File: config.mk
export PLATFORM = sky130hd
export DESIGN_NAME = sr_flag_arbiter
export DESIGN_NICKNAME = d
export VERILOG_FILES = /design/src/rtl/sr_flag_arbiter.sv
export SDC_FILE = /design/constraint.sdc
export NUM_CORES = 1
export LEC_CHECK = 0
export CORE_MARGIN = 4
export CORE_UTILIZATION = 45
export DETAILED_ROUTE_END_ITERATION = 7
export PLACE_DENSITY = 0.77
export SLEW_MARGIN = 20
export SYNTH_ARGS = -nofsm -noshare
export SYNTH_HDL_FRONTEND = slang
export SYNTH_SLANG_ARGS = --single-unit
File: constraint.sdc
create_clock -name clk -period 3.5 [get_ports clk]
set_input_delay 1.05 -clock clk [delete_from_list [all_inputs] [get_ports clk]]
set_output_delay 1.05 -clock clk [all_outputs]
set_load 0.01 [all_outputs]
File: src/rtl/sr_flag_arbiter.sv
// rtl/sr_flag_arbiter.sv - round-robin arbitrated bank of SR flag bits with illegal-command trap
module sr_flag_arbiter #(
  parameter int NREQ  = 4,
  parameter int RW    = 2,
  parameter int NFLAG = 8,
  parameter int IW    = 3
) (
  input  logic                 clk,
  input  logic                 rst,
  input  logic [NREQ-1:0]      req,
  input  logic [2*NREQ-1:0]    op,
  input  logic [IW*NREQ-1:0]   idx,
  output logic [NFLAG-1:0]     flags,
  output logic [NREQ-1:0]      gnt,
  output logic                 err,
  output logic [RW-1:0]        err_src,
  output logic [7:0]           err_cnt
);

  logic [RW-1:0]   ptr;
  logic [NREQ-1:0] elig;
  logic            found;
  logic [RW-1:0]   win;
  logic [RW-1:0]   cand;
  logic [1:0]      win_op;
  logic [IW-1:0]   win_idx;

  // Pick the first eligible requester at or after ptr; the just-granted one sits out a cycle.
  always_comb begin
    elig  = req & ~gnt;
    found = 1'b0;
    win   = '0;
    cand  = '0;
    for (int k = 0; k < NREQ; k++) begin
      cand = ptr + RW'(k);
      if (!found && elig[cand]) begin
        found = 1'b1;
        win   = cand;
      end
    end
    win_op  = op[2*win +: 2];
    win_idx = idx[IW*win +: IW];
  end

  // Apply the winner's command, advance the pointer and trap S=R=1 without touching the flag.
  always_ff @(posedge clk or negedge rst) begin
    if (!rst) begin
      flags   <= '0;
      gnt     <= '0;
      err     <= 1'b0;
      err_src <= '0;
      err_cnt <= '0;
      ptr     <= '0;
    end else begin
      gnt <= '0;
      err <= 1'b0;
      if (found) begin
        gnt <= NREQ'(1) << win;
        ptr <= win + RW'(1);
        case (win_op)
          2'b10:   flags[win_idx] <= 1'b1;
          2'b01:   flags[win_idx] <= 1'b0;
          2'b11: begin
            err     <= 1'b1;
            err_src <= win;
            if (err_cnt != 8'hFF) err_cnt <= err_cnt + 8'd1;
          end
          default: ;
        endcase
      end
    end
  end

endmodule

==> metrics.sh <==
GRT_BUSIEST_LAYER='met2'
CORE_REGION_AREA_UM2=3390
INITIAL_UTILIZATION_PCT=47.6
DP.CELLS=254
ROUTED-VIA-COUNT=1405
SYNTHESIS.NETS=186
POSTSYNTHREGISTERBITS=25
DIE_W_UM=67.9
FINISH.NET_COUNT=246
CRITICAL_PATH_BUF_INV_COUNT=2
REQUIRED_NS=3.71
ROWS=21
PLACED_AREA_UM2=2200
PATH_CELLS='clkdlybuf4s50_1 > nor2b_4 > a2111oi_4 > o31a_1 > inv_4 > nand2_1 > and3_1 > a31oi_2 > ha_1 > nand2_1 > o31ai_1 > o41ai_1'
POWER_REPORT.INTERNAL_TOTAL_uW=1140
WL_UM=3870
WORST_PIN_SLEW_NS=0.359
CTS_NUM_SINKS=25
LAYOUT-DRIVE-GT1-SHARE_PCT=17.5
GRT.MET2_USAGE_PCT=33.2
WORST_SLEW_MARGIN_REL_PCT=75.5
POWER.STATIC_LEAKAGE_uW=0.00101
POSTSYNTH.ASYNCRESETSHARE_PCT=100
WORSTSKEWPAIRLATENCY_NS=0.32
SYNTH-MAIN-FF-CELL='dfrtp_1'
GROUTE.LAYER.MET3.USAGE_PCT=2.46
CRIT_TYPE='primary input to register'
USE_MET1_PCT=21.3
FINAL_CELLS=258
CAP_VIOL_MAX_COUNT=0
SWSHARE_PCT=43.0
DIE_AREA_UM2=4610
SYNTHESIS.INSTANCES=153
TYPE_OF_THE_MOST_CRITICAL_HOLD_PATH='register to register'
DIE_HEIGHT_UM=67.9
GRT_UTIL_ALL_LAYERS_PCT=17.7
YOSYSTOPAREACELL='dfrtp_1'
FLOW.AREA_GROWTH_FROM_SYNTHESIS_PCT=39.2
POWER.NET_SWITCHING_uW=862
YOSYS-TOP-CELLS-COUNT='25 x dfrtp_1, 16 x nand2_1, 12 x inv_1'
CRIT_PATH_START_KIND='primary input'
FIRST_GLOBAL_VIAS=1443
POST_SYNTH_INSTANCE_AREA_UM2=1610
FAMILY_OF_CELLS_WITH_THE_GREATEST_SUMMED_DELAY_ON_THE_CRITICAL_PATH='compound AO/OA/AOI/OAI gates'
TIMING.FINAL.SETUP_VIOLATIONS=0
SYNTH-EDFF-COUNT=0
GRT-OVFL-TOTAL=0
YOSYS_WARNINGS=0
RUN_STATUS='finished clean'
ROUTE.DETAILED.DRC=0
VIA_PER_INST=5.45
TIMING_HOLD_VIOLATIONS_FINAL=0
CLOCK_TREE.HTREE_LEVEL_COUNT=1
AVERAGE_ROUTED_WIRE_PER_STANDARD_CELL_UM=15.0
DRT_FIRST_PASS_ITERS=4
COMBINATIONALPOWERSHARE_PCT=67.8
HOLD-WORST-SLACK_NS=0.507
CLK_PIN_SLEW_NS=0.14
NUMBER_OF_BUFFERS_INSERTED_DURING_CLOCK_TREE_SYNTHESIS=3
DPL_WORST_SLACK_NS=-0.212
SETUP_REPAIR_AFTER_GLOBAL_ROUTING_MISSED_ITS_MARGIN='no'
ANTENNA_FOUND_INITIAL=0
FINALCRITICALPERIOD_NS=3.36
POST_SYNTH_NUM_CELL_TYPES=44
NETLIST_TOP_CELLS_AREA='dfrtp_1 39%, ha_1 5.4%, mux2i_1 4.3%'
GRT_FIRST_PASS_WIRELENGTH_UM=6310
SLEW_VIOLATIONS=0
CLKPWRFRAC_PCT=6.5
GRT_MAX_DEGREE=26
TIMING.CRITICAL_PATH.SLOWEST_STAGE_CELL='clkdlybuf4s50_1'
DP_HPWL_UM=3070
POWER_PER_CELL_AREA_nW_PER_UM2=893
HOLDBUFCOUNTCTS=0
DRT.ANTENNA.VIOLATING_NETS=0
SYNTH-SEQ-AREA-SHARE_PCT=38.8
FIN_SKEW_NS=0.00446
REG2REG_SETUP_SLACK_NS=0.93
CRIT_FANOUT=7
CRITPATHMAXSTAGEDELAY_NS=0.42
SYNTH_MOST_COMMON_CELL='dfrtp_1'
IRDROPWORSTVDD_mV=0.532
SETUP-TNS-FINAL_NS=0
CTS.ROOT.BUFFER_CELL='clkbuf_4'
MEAN_POST_SYNTH_CELL_AREA_UM2=10.5
CLOCK_BUFFER_DEPTH=2
WORSTPATHARRIVAL_NS=3.57
SEQ_POWER_SHARE_PCT=25.7
POST-ROUTE-CELL-AREA_UM2=2250
FINAL.SETUP.WORST_SLACK_NS=0.137
CTS_TREE='yes'
WORST_SETUP_PATH_END_KIND='register'
GP_CONGESTION=0.803
TIMING.FINAL.CRIT_SHARE_PCT=96.1
MAXCLOCKFREQUENCY_MHz=297
DRT_ITER0_MARKERS=83
N_ANTENNA_CELL=0
YOSYSTOPAREACELLSHARE_PCT=38.8
TOP_LEVEL_PORTS=49
PORT-BUFFER-COUNT=48
PATH_COMMON_CELL='nand2_1'
repair_timing:
item | 4_1_cts | 5_1_grt
buffers inserted | 0 | 0
endpoints found under the setup margin | 0 | 6
gates resized for setup | 0 | 3
layer usage:
metal / vias to the layer above / share of wire, % / wire (µm)
li1: 667 / - / -
met1: 703 / 43 / 1650
met2: 32 / 53 / 2050
met3: 3 / 3.7 / 142
met4: 0 / 0.62 / 24
met5: - / 0 / 0
metrics by stage:
stage | utilization, % | total power (µW)
after floorplan | - | 1380
after global placement | 64.9 | 1810
after detailed placement | 64.9 | 1850
after CTS | 65.7 | 2000
after global routing | 66.3 | 2160
final | 66.3 | 2010
cells by family (layout without fill, tap and decap cells):
group	after synthesis	count (layout)	share of synthesized area (%)
xor gates and xnor gates	7	7	3.80
AOI/OAI and AO/OA	29	29	15.9
muxes	9	9	6.43
DFF	25	25	38.8
and+or+nand+nor	55	55	22.4
adders and majority gates	7	7	5.43
buffers and inverters	21	80	7.29
tightest hold or removal path: cells and delay by family, from the launching register on:
kind               cells  cell delay [ns]
and+or+nand+nor        1             0.05
AOI/OAI and AO/OA      1             0.06
DFF                    1             0.37
layout by cell type, fill, tap and decap left out, types with 5 or more instances in the layout:
master,synthesis,layout
inv_1,12,12
o31ai_1,6,6
dfrtp_1,25,25
mux2i_1,7,7
xnor2_1,6,6
nand2_1,16,16
clkdlybuf4s50_1,0,48
ha_1,7,7
and2_1,5,5
and3_1,6,6
buf_4,1,14
power groups by stage:
stage                     registers [µW]  clock network, µW  logic (µW)
final                                517                130        1360
after CTS                            515                134        1350
after detailed placement             520                  0        1330
after global placement               514                  0        1290
after floorplan                      551                  0         825
after global routing                 533                145        1480
final cells by class:
class,count,area [µm²]
flip-flops and latches,25,626
well taps,46,57.6
clock buffers,4,26.3
inverters,14,55.1
multi-input cells,107,897
fillers,269,1140
repair buffers,62,586
worst paths after layout:
kind / start / end / cells past startpoint
setup / recovery: req[0] / register / 12
min in group asynchronous: rst / err_cnt[5] / 2
max in group asynchronous: rst / err / 2
hold / removal: err_src[1] / err_src[1] / 2
hold reg to reg: err_src[1] / err_src[1] / 2
setup reg to reg: gnt[0] / register / 11
Note: power is estimated with default switching activity, not from simulation.
